**src/rtl/multi_led_calibrator_if.sv**
```systemverilog
// AFE-side bundle of the multi-LED calibrator: ADC input, LED/DC/PGA controls,
// calibration status and the per-channel sample outputs.
interface multi_led_calibrator_if #(
    parameter int NUM_CH = 2,
    parameter int ADC_W  = 8,
    parameter int DC_W   = 7,
    parameter int PGA_W  = 4
);
    logic                    start;
    logic [ADC_W-1:0]        adc;
    logic [NUM_CH-1:0]       led_en;
    logic [DC_W-1:0]         dc_comp;
    logic [PGA_W-1:0]        pga_gain;
    logic                    cal_busy;
    logic                    cal_done;
    logic                    cal_fail;
    logic [2:0]              fail_ch;
    logic [NUM_CH*ADC_W-1:0] ch_value;
    logic                    value_valid;
    logic [2:0]              value_ch;

    // Host/AFE side: issues start, supplies ADC samples, observes controls.
    modport master (
        output start, adc,
        input  led_en, dc_comp, pga_gain, cal_busy, cal_done, cal_fail,
               fail_ch, ch_value, value_valid, value_ch
    );

    // Calibrator side.
    modport slave (
        input  start, adc,
        output led_en, dc_comp, pga_gain, cal_busy, cal_done, cal_fail,
               fail_ch, ch_value, value_valid, value_ch
    );
endinterface

```
**src/rtl/multi_led_calibrator.sv**
```systemverilog
// Multi-channel LED calibrator: per channel DC-compensation search then PGA
// gain ramp to just below clipping, followed by round-robin sampling in RUN.
module multi_led_calibrator #(
    parameter int NUM_CH   = 2,
    parameter int ADC_W    = 8,
    parameter int DC_W     = 7,
    parameter int PGA_W    = 4,
    parameter int AVG_LOG2 = 4,
    parameter int WIN      = 32,
    parameter int DC_LO    = 120,
    parameter int DC_HI    = 130,
    parameter int CLIP_LO  = 10,
    parameter int CLIP_HI  = 245,
    parameter int SETTLE   = 2,
    parameter int DWELL    = 10
) (
    input logic                    CLK,
    input logic                    rst,
    multi_led_calibrator_if.slave  bus
);
    typedef enum logic [3:0] {
        ST_IDLE, ST_DC_SETTLE, ST_DC_ACC, ST_DC_EVAL, ST_PGA_SETTLE,
        ST_PGA_ACC, ST_PGA_EVAL, ST_NEXT_CH, ST_RUN, ST_FAIL
    } state_t;

    localparam int SUM_W       = ADC_W + AVG_LOG2;
    localparam int AVG_N       = 1 << AVG_LOG2;
    localparam int SETTLE_LAST = (SETTLE > 0) ? SETTLE - 1 : 0;
    localparam int CNT_MAX_A   = (AVG_N > WIN) ? AVG_N : WIN;
    localparam int CNT_MAX_B   = (DWELL > SETTLE) ? DWELL : SETTLE;
    localparam int CNT_MAX     = (CNT_MAX_A > CNT_MAX_B) ? CNT_MAX_A : CNT_MAX_B;
    localparam int CNT_W       = $clog2(CNT_MAX + 1);
    localparam int CH_IW       = (NUM_CH > 1) ? $clog2(NUM_CH) : 1;

    localparam logic [CNT_W-1:0] SETTLE_END = CNT_W'(SETTLE_LAST);
    localparam logic [CNT_W-1:0] AVG_END    = CNT_W'(AVG_N - 1);
    localparam logic [CNT_W-1:0] WIN_END    = CNT_W'(WIN - 1);
    localparam logic [CNT_W-1:0] DWELL_END  = CNT_W'(DWELL - 1);
    localparam logic [ADC_W-1:0] DC_LO_V    = ADC_W'(DC_LO);
    localparam logic [ADC_W-1:0] DC_HI_V    = ADC_W'(DC_HI);
    localparam logic [ADC_W-1:0] CLIP_LO_V  = ADC_W'(CLIP_LO);
    localparam logic [ADC_W-1:0] CLIP_HI_V  = ADC_W'(CLIP_HI);
    localparam logic [2:0]       CH_LAST    = 3'(NUM_CH - 1);

    function automatic logic [NUM_CH-1:0] one_hot(input logic [2:0] idx);
        one_hot = NUM_CH'(1'b1) << idx;
    endfunction

    state_t              state_r, state_nxt;
    logic [2:0]          ch_r, ch_nxt;
    logic [CNT_W-1:0]    cnt_r, cnt_nxt;
    logic [SUM_W-1:0]    sum_r, sum_nxt;
    logic [ADC_W-1:0]    vmin_r, vmin_nxt, vmax_r, vmax_nxt;
    logic [NUM_CH-1:0]   led_en_r, led_en_nxt;
    logic [DC_W-1:0]     dc_comp_r, dc_comp_nxt;
    logic [PGA_W-1:0]    pga_gain_r, pga_gain_nxt;
    logic                cal_busy_r, cal_busy_nxt;
    logic                cal_done_r, cal_done_nxt;
    logic                cal_fail_r, cal_fail_nxt;
    logic [2:0]          fail_ch_r, fail_ch_nxt;
    logic                value_valid_r, value_valid_nxt;
    logic [2:0]          value_ch_r, value_ch_nxt;

    logic [DC_W-1:0]     dc_tab_r  [NUM_CH];
    logic [PGA_W-1:0]    pga_tab_r [NUM_CH];
    logic [ADC_W-1:0]    val_r     [NUM_CH];

    logic                dc_we_s, pga_we_s, cap_we_s;
    logic [PGA_W-1:0]    pga_wdata_s;
    logic [ADC_W-1:0]    mean_s;
    logic                clip_s;
    logic [2:0]          ch_inc_s, run_nxt_s;
    logic [CH_IW-1:0]    ch_idx_s, run_idx_s;

    assign mean_s    = sum_r[SUM_W-1:AVG_LOG2];
    assign clip_s    = (vmin_r < CLIP_LO_V) || (vmax_r > CLIP_HI_V);
    assign ch_inc_s  = ch_r + 3'd1;
    assign run_nxt_s = (ch_r == CH_LAST) ? 3'd0 : ch_inc_s;
    assign ch_idx_s  = ch_r[CH_IW-1:0];
    assign run_idx_s = run_nxt_s[CH_IW-1:0];

    // Next-state and next-output logic for the calibration / run sequencer.
    always_comb begin
        state_nxt       = state_r;
        ch_nxt          = ch_r;
        cnt_nxt         = cnt_r;
        sum_nxt         = sum_r;
        vmin_nxt        = vmin_r;
        vmax_nxt        = vmax_r;
        led_en_nxt      = led_en_r;
        dc_comp_nxt     = dc_comp_r;
        pga_gain_nxt    = pga_gain_r;
        cal_busy_nxt    = cal_busy_r;
        cal_done_nxt    = cal_done_r;
        cal_fail_nxt    = cal_fail_r;
        fail_ch_nxt     = fail_ch_r;
        value_valid_nxt = 1'b0;
        value_ch_nxt    = value_ch_r;
        dc_we_s         = 1'b0;
        pga_we_s        = 1'b0;
        cap_we_s        = 1'b0;
        pga_wdata_s     = pga_gain_r;

        if (bus.start) begin
            state_nxt    = ST_DC_SETTLE;
            ch_nxt       = 3'd0;
            cnt_nxt      = '0;
            led_en_nxt   = one_hot(3'd0);
            dc_comp_nxt  = '0;
            pga_gain_nxt = '0;
            cal_busy_nxt = 1'b1;
            cal_done_nxt = 1'b0;
            cal_fail_nxt = 1'b0;
        end else begin
            case (state_r)
                ST_IDLE: begin
                    led_en_nxt = '0;
                end
                ST_DC_SETTLE: begin
                    if (cnt_r == SETTLE_END) begin
                        state_nxt = ST_DC_ACC;
                        cnt_nxt   = '0;
                        sum_nxt   = '0;
                    end else begin
                        cnt_nxt = cnt_r + CNT_W'(1);
                    end
                end
                ST_DC_ACC: begin
                    sum_nxt = sum_r + SUM_W'(bus.adc);
                    if (cnt_r == AVG_END) begin
                        state_nxt = ST_DC_EVAL;
                        cnt_nxt   = '0;
                    end else begin
                        cnt_nxt = cnt_r + CNT_W'(1);
                    end
                end
                ST_DC_EVAL: begin
                    // A search that runs off either end of the DAC range is unrecoverable.
                    if (mean_s < DC_LO_V) begin
                        if (dc_comp_r == '0) begin
                            state_nxt    = ST_FAIL;
                            led_en_nxt   = '0;
                            cal_busy_nxt = 1'b0;
                            cal_fail_nxt = 1'b1;
                            fail_ch_nxt  = ch_r;
                        end else begin
                            dc_comp_nxt = dc_comp_r - DC_W'(1);
                            state_nxt   = ST_DC_SETTLE;
                        end
                    end else if (mean_s > DC_HI_V) begin
                        if (dc_comp_r == {DC_W{1'b1}}) begin
                            state_nxt    = ST_FAIL;
                            led_en_nxt   = '0;
                            cal_busy_nxt = 1'b0;
                            cal_fail_nxt = 1'b1;
                            fail_ch_nxt  = ch_r;
                        end else begin
                            dc_comp_nxt = dc_comp_r + DC_W'(1);
                            state_nxt   = ST_DC_SETTLE;
                        end
                    end else begin
                        dc_we_s      = 1'b1;
                        pga_gain_nxt = '0;
                        state_nxt    = ST_PGA_SETTLE;
                    end
                end
                ST_PGA_SETTLE: begin
                    if (cnt_r == SETTLE_END) begin
                        state_nxt = ST_PGA_ACC;
                        cnt_nxt   = '0;
                        vmin_nxt  = {ADC_W{1'b1}};
                        vmax_nxt  = '0;
                    end else begin
                        cnt_nxt = cnt_r + CNT_W'(1);
                    end
                end
                ST_PGA_ACC: begin
                    vmin_nxt = (bus.adc < vmin_r) ? bus.adc : vmin_r;
                    vmax_nxt = (bus.adc > vmax_r) ? bus.adc : vmax_r;
                    if (cnt_r == WIN_END) begin
                        state_nxt = ST_PGA_EVAL;
                        cnt_nxt   = '0;
                    end else begin
                        cnt_nxt = cnt_r + CNT_W'(1);
                    end
                end
                ST_PGA_EVAL: begin
                    // Keep the last gain that did not clip.
                    if (clip_s) begin
                        pga_we_s    = 1'b1;
                        pga_wdata_s = (pga_gain_r == '0) ? '0 : pga_gain_r - PGA_W'(1);
                        state_nxt   = ST_NEXT_CH;
                    end else if (pga_gain_r == {PGA_W{1'b1}}) begin
                        pga_we_s    = 1'b1;
                        pga_wdata_s = pga_gain_r;
                        state_nxt   = ST_NEXT_CH;
                    end else begin
                        pga_gain_nxt = pga_gain_r + PGA_W'(1);
                        state_nxt    = ST_PGA_SETTLE;
                    end
                end
                ST_NEXT_CH: begin
                    cnt_nxt = '0;
                    if (ch_r == CH_LAST) begin
                        state_nxt    = ST_RUN;
                        ch_nxt       = 3'd0;
                        cal_busy_nxt = 1'b0;
                        cal_done_nxt = 1'b1;
                        led_en_nxt   = one_hot(3'd0);
                        dc_comp_nxt  = dc_tab_r[0];
                        pga_gain_nxt = pga_tab_r[0];
                    end else begin
                        state_nxt    = ST_DC_SETTLE;
                        ch_nxt       = ch_inc_s;
                        led_en_nxt   = one_hot(ch_inc_s);
                        dc_comp_nxt  = '0;
                        pga_gain_nxt = '0;
                    end
                end
                ST_RUN: begin
                    if (cnt_r == DWELL_END) begin
                        cap_we_s        = 1'b1;
                        value_valid_nxt = 1'b1;
                        value_ch_nxt    = ch_r;
                        cnt_nxt         = '0;
                        ch_nxt          = run_nxt_s;
                        led_en_nxt      = one_hot(run_nxt_s);
                        dc_comp_nxt     = dc_tab_r[run_idx_s];
                        pga_gain_nxt    = pga_tab_r[run_idx_s];
                    end else begin
                        cnt_nxt = cnt_r + CNT_W'(1);
                    end
                end
                ST_FAIL: begin
                    led_en_nxt = '0;
                end
                default: begin
                    state_nxt  = ST_IDLE;
                    led_en_nxt = '0;
                end
            endcase
        end
    end

    // Sequencer state and registered outputs.
    always_ff @(posedge CLK) begin
        if (rst) begin
            state_r       <= ST_IDLE;
            ch_r          <= 3'd0;
            cnt_r         <= '0;
            sum_r         <= '0;
            vmin_r        <= '0;
            vmax_r        <= '0;
            led_en_r      <= '0;
            dc_comp_r     <= '0;
            pga_gain_r    <= '0;
            cal_busy_r    <= 1'b0;
            cal_done_r    <= 1'b0;
            cal_fail_r    <= 1'b0;
            fail_ch_r     <= 3'd0;
            value_valid_r <= 1'b0;
            value_ch_r    <= 3'd0;
        end else begin
            state_r       <= state_nxt;
            ch_r          <= ch_nxt;
            cnt_r         <= cnt_nxt;
            sum_r         <= sum_nxt;
            vmin_r        <= vmin_nxt;
            vmax_r        <= vmax_nxt;
            led_en_r      <= led_en_nxt;
            dc_comp_r     <= dc_comp_nxt;
            pga_gain_r    <= pga_gain_nxt;
            cal_busy_r    <= cal_busy_nxt;
            cal_done_r    <= cal_done_nxt;
            cal_fail_r    <= cal_fail_nxt;
            fail_ch_r     <= fail_ch_nxt;
            value_valid_r <= value_valid_nxt;
            value_ch_r    <= value_ch_nxt;
        end
    end

    // Per-channel calibration tables and latched RUN samples.
    always_ff @(posedge CLK) begin
        if (rst) begin
            for (int k = 0; k < NUM_CH; k++) begin
                dc_tab_r[k]  <= '0;
                pga_tab_r[k] <= '0;
                val_r[k]     <= '0;
            end
        end else begin
            if (dc_we_s) begin
                dc_tab_r[ch_idx_s] <= dc_comp_r;
            end else begin
                dc_tab_r[ch_idx_s] <= dc_tab_r[ch_idx_s];
            end
            if (pga_we_s) begin
                pga_tab_r[ch_idx_s] <= pga_wdata_s;
            end else begin
                pga_tab_r[ch_idx_s] <= pga_tab_r[ch_idx_s];
            end
            if (cap_we_s) begin
                val_r[ch_idx_s] <= bus.adc;
            end else begin
                val_r[ch_idx_s] <= val_r[ch_idx_s];
            end
        end
    end

    for (genvar g = 0; g < NUM_CH; g++) begin : g_slot
        assign bus.ch_value[g*ADC_W +: ADC_W] = val_r[g];
    end

    assign bus.led_en      = led_en_r;
    assign bus.dc_comp     = dc_comp_r;
    assign bus.pga_gain    = pga_gain_r;
    assign bus.cal_busy    = cal_busy_r;
    assign bus.cal_done    = cal_done_r;
    assign bus.cal_fail    = cal_fail_r;
    assign bus.fail_ch     = fail_ch_r;
    assign bus.value_valid = value_valid_r;
    assign bus.value_ch    = value_ch_r;
endmodule

```
**src/flat_wrapper.sv**
```systemverilog
// flat-port wrapper written by rule: the top's interface ports become plain ports
module multi_led_calibrator_flat 
#(
    parameter int NUM_CH   = 2,
    parameter int ADC_W    = 8,
    parameter int DC_W     = 7,
    parameter int PGA_W    = 4,
    parameter int AVG_LOG2 = 4,
    parameter int WIN      = 32,
    parameter int DC_LO    = 120,
    parameter int DC_HI    = 130,
    parameter int CLIP_LO  = 10,
    parameter int CLIP_HI  = 245,
    parameter int SETTLE   = 2,
    parameter int DWELL    = 10
)
  (CLK, rst, bus_start, bus_adc, bus_led_en, bus_dc_comp, bus_pga_gain, bus_cal_busy, bus_cal_done, bus_cal_fail, bus_fail_ch, bus_ch_value, bus_value_valid, bus_value_ch);
  multi_led_calibrator_if #(.NUM_CH(NUM_CH), .ADC_W(ADC_W), .DC_W(DC_W), .PGA_W(PGA_W)) bus_i ();
  input logic CLK;
  input logic rst;
  input wire logic [$bits(bus_i.start)-1:0] bus_start;
  input wire logic [$bits(bus_i.adc)-1:0] bus_adc;
  output wire logic [$bits(bus_i.led_en)-1:0] bus_led_en;
  output wire logic [$bits(bus_i.dc_comp)-1:0] bus_dc_comp;
  output wire logic [$bits(bus_i.pga_gain)-1:0] bus_pga_gain;
  output wire logic [$bits(bus_i.cal_busy)-1:0] bus_cal_busy;
  output wire logic [$bits(bus_i.cal_done)-1:0] bus_cal_done;
  output wire logic [$bits(bus_i.cal_fail)-1:0] bus_cal_fail;
  output wire logic [$bits(bus_i.fail_ch)-1:0] bus_fail_ch;
  output wire logic [$bits(bus_i.ch_value)-1:0] bus_ch_value;
  output wire logic [$bits(bus_i.value_valid)-1:0] bus_value_valid;
  output wire logic [$bits(bus_i.value_ch)-1:0] bus_value_ch;
  assign bus_i.start = bus_start;
  assign bus_i.adc = bus_adc;
  assign bus_led_en = bus_i.led_en;
  assign bus_dc_comp = bus_i.dc_comp;
  assign bus_pga_gain = bus_i.pga_gain;
  assign bus_cal_busy = bus_i.cal_busy;
  assign bus_cal_done = bus_i.cal_done;
  assign bus_cal_fail = bus_i.cal_fail;
  assign bus_fail_ch = bus_i.fail_ch;
  assign bus_ch_value = bus_i.ch_value;
  assign bus_value_valid = bus_i.value_valid;
  assign bus_value_ch = bus_i.value_ch;
  multi_led_calibrator #(.NUM_CH(NUM_CH), .ADC_W(ADC_W), .DC_W(DC_W), .PGA_W(PGA_W), .AVG_LOG2(AVG_LOG2), .WIN(WIN), .DC_LO(DC_LO), .DC_HI(DC_HI), .CLIP_LO(CLIP_LO), .CLIP_HI(CLIP_HI), .SETTLE(SETTLE), .DWELL(DWELL)) u_core (.CLK(CLK), .rst(rst), .bus(bus_i));
endmodule
```
**config.mk**
```make
export PLATFORM = sky130hd
export DESIGN_NAME = multi_led_calibrator_flat
export DESIGN_NICKNAME = d
export VERILOG_FILES = /design/src/rtl/multi_led_calibrator_if.sv /design/src/rtl/multi_led_calibrator.sv /design/src/flat_wrapper.sv
export SDC_FILE = /design/constraint.sdc
export NUM_CORES = 1
export LEC_CHECK = 0
export CELL_PAD_IN_SITES_DETAIL_PLACEMENT = 1
export CELL_PAD_IN_SITES_GLOBAL_PLACEMENT = 1
export CORE_ASPECT_RATIO = 0.8
export CORE_MARGIN = 10
export CORE_UTILIZATION = 45
export CTS_CLUSTER_SIZE = 25
export DETAILED_ROUTE_END_ITERATION = 8
export HOLD_SLACK_MARGIN = 0.08
export PLACE_DENSITY = 0.89
export SYNTH_ARGS = -nofsm -noshare
export SYNTH_HDL_FRONTEND = slang
export SYNTH_SLANG_ARGS = --single-unit
```
**constraint.sdc**
```tcl
create_clock -name CLK -period 3.6 [get_ports CLK]
set_input_delay 0.54 -clock CLK [delete_from_list [all_inputs] [get_ports CLK]]
set_output_delay 0.54 -clock CLK [all_outputs]
set_load 0.01 [all_outputs]
```
==> summary.md <==
| Metric | Value |
|---|---|
| Final Core Density | 55.10% |
| CTS resizes | 0 |
| I/O pin total | 50 |
| Final antenna-violating net count | 0 |
| Worst vdd ir | 0.2433 mV |
| CTS sink cnt | 102 |
| Leak pwr | 2.498 nW |
| Root buffer cell | clkbuf_16 |
| Asr flop ratio synth | 0% |
| First-pass GRT wire length | 29440 µm |
| GP Congestion | 0.8993 |
| H-Tree Depth | 3 |
| Post-synth EDFFs | 38 |
| Crit path DAT | 2.95 ns |
| Die Wd | 146.9 µm |
| Top FF cell, synth | dfxtp_1 |
| Status | finished, final reports clean |
| Setup-failing EPs final | 0 |
| Hold Path Origin | u_core.vmax_r[5]$_SDFFE_PP0P_ |
| Final Hold Viols | 0 |
| Starting density of the core | 46.77% |
| First drt pass iteration count | 5 |
| Post-CTS Setup Inserts | 0 |
| Via density | 6.144 |
| DIE AREA | 17840 µm² |
| Slew Limit Fails | 0 |
| Setup_tns | 0 ns |
| FF-to-FF path depth | 5 |
| Final Cycle Share | 80.51% |
| Initial DRC count | 439 |
| CTS tree | yes |
| Post-Syn Instances | 633 |
| HP Class | reg -> reg |
| Cell Area, Synth | 5793 µm² |
| Worst hold margin | 0.4913 ns |
| Worst Clk Skew | 0.01315 ns |
| Worst setup EP type | flip-flop |
| Fin nets | 733 |
| Share of cells above drive strength 1 | 8.841% |
| Mean post-synth cell area | 9.152 µm² |
| Placeable Area | 12390 µm² |
| Register area share after synthesis | 41.81% |
| Via count | 5290 |
| Crit Path Category | reg -> reg |
| Max-cap viol count | 0 |
| FF-to-FF Start | u_core.state_r[1]$_SDFFE_PP0P_ |
| Remaining DRCs | 0 |
| Total Routing Usage GR | 20.41% |
| RSZ-0062 raised after global routing | false |
| Worst-path clk slew | 0.07 ns |
| Tightest Pin Transition | 1.231 ns |
| Largest net degree at the start of global routing | 26 |
| Most common cell after layout, fill and taps aside | nor2_1 |
| Diode count | 0 |
| Total CTS buffers | 9 |
| Peak Freq | 345.0 MHz |
| Crit path launch | u_core.state_r[1]$_SDFFE_PP0P_ |
| Netlist cell types | 70 |
| Vias in the first global route | 5425 |
| Setup crit start kind | flip-flop |
| Wire per inst | 21.06 µm |
| WL final | 18130 µm |
| Clock latency on the worst-skew pair | 0.36 ns |
| Power Density | 349.8 nW/µm² |
| Post-DP HPWL | 13560 µm |
| Min Tclk post-route | 2.898 ns |
| Max transition margin | 17.17% |
| Most frequent cells in the layout | 67 x nor2_1, 64 x dfxtp_1, 49 x clkdlybuf4s50_1 |
| Area Growth Syn to Fin | 17.82% |
| Die H | 121.5 µm |
| Longest Clk Path Bufs | 2 |
| Register bit total from synthesis | 102 |
| Initial antenna violation count | 0 |
| Syn Nets | 681 |
| CP max FO | 10 |
| Synth warn | 0 |
| Hold buffers post-CTS | 0 |
| Port-buffer cells | 49 |
| Grt ovf | 0 |
| Num rows | 36 |
| WP data required | 3.65 ns |
| Hold path depth | 1 |
[power breakdown]
group | leakage [nW] | internal, mW | switching, mW
clock network | 0.140 | 0.538 | 0.462
logic | 1.45 | 0.0662 | 0.101
registers | 0.904 | 1.21 | 0.00882
total | 2.50 | 1.82 | 0.572
[per-layer routing]
metal  part of all wire (%)  wire length, µm  up-vias  GRT usage (%)
met5                      0                0        -              0
met4                    1.6              299        0          6.617
met3                    7.1             1287       29          5.218
met2                     46             8319      187          32.37
met1                     45             8223     2637          26.66
li1                       -                -     2437              -
[worst max-delay path, cell delays in order (launching register included)]
cell and delay (ns):
dfxtp_1 0.42, nor4b_1 0.54, nand3_1 0.39, buf_4 0.30, nor3_1 0.56, or2_2 0.37
[synth_stat cells (4+ instances only)]
cell type / n / area [µm²]
nand4_1: 6 / 37.54
ha_1: 35 / 437.9
or3_1: 6 / 37.54
a22o_1: 9 / 78.83
clkbuf_1: 22 / 82.58
o21ai_0: 22 / 110.1
nand2b_1: 11 / 68.82
nor4_1: 11 / 68.82
o221a_2: 7 / 78.83
a22oi_1: 7 / 52.55
nor3_1: 22 / 110.1
and2_1: 23 / 143.9
nand2_1: 40 / 150.1
nor2_1: 67 / 251.5
xnor2_1: 10 / 87.58
a222oi_1: 4 / 40.04
dfxtp_1: 64 / 1281
nor2b_1: 9 / 56.30
a21oi_1: 39 / 195.2
a31oi_1: 8 / 50.05
or4_1: 4 / 30.03
o211ai_1: 6 / 45.04
buf_2: 5 / 25.02
nand3_1: 21 / 105.1
nand3b_1: 5 / 37.54
a21o_1: 7 / 52.55
o31ai_1: 4 / 30.03
a211oi_1: 14 / 105.1
inv_1: 34 / 127.6
edfxtp_1: 38 / 1141
or2_2: 7 / 43.79
mux2i_1: 10 / 100.1
[state kept, by name, summed over array words and instances, names as in the netlist, 4 cells and up]
signal / flops
u_core.cnt_r: 6
u_core.bus.pga_gain: 4
u_core.dc_tab_r: 14
u_core.state_r: 4
u_core.vmax_r: 8
u_core.sum_r: 12
u_core.pga_tab_r: 8
u_core.vmin_r: 8
u_core.bus.dc_comp: 7
u_core.val_r: 16
[metrics by stage]
step	setup slack (ns)	total power, mW	cells	cell area (µm²)
2_1_floorplan	1.106	1.329	633	5793
3_3_place_gp	0.5135	1.399	845	6536
3_5_place_dp	0.3680	1.412	845	6536
4_1_cts	0.7169	2.390	861	6825
5_1_grt	0.5180	2.449	861	6825
6_report	0.7017	2.387	861	6825
[cells by family (layout without fill, tap and decap cells)]
family	count (synthesis)	after routing	share of synthesized area, %
xor+xnor	12	12	1.814
mux	10	10	1.728
simple gates	244	244	21.47
flops	102	102	41.81
compound gates	163	163	20.41
fa+ha+maj	37	37	8.251
buf+inv	65	122	4.514
[path summary, 6_finish.rpt]
| check | endpoint | slack, ns |
|---|---|---|
| setup reg to reg | u_core.val_r[0][3]$_SDFFCE_PN0P_ | 0.70 |
| hold reg to reg | u_core.vmax_r[5]$_SDFFE_PP0P_ | 0.49 |
| setup / recovery | u_core.val_r[0][3]$_SDFFCE_PN0P_ | 0.70 |
| hold / removal | u_core.vmax_r[5]$_SDFFE_PP0P_ | 0.49 |
[layout make-up]
type | instances | area, µm²
Clock buffer | 10 | 229.0
Inverter | 34 | 127.6
Multi-Input combinational cell | 466 | 3109
Sequential cell | 102 | 2422
Tap cell | 171 | 214.0
Fill cell | 1417 | 5562
Timing Repair Buffer | 72 | 663.1
Clock inverter | 6 | 60.06
Power figures use the tool's default switching activity.
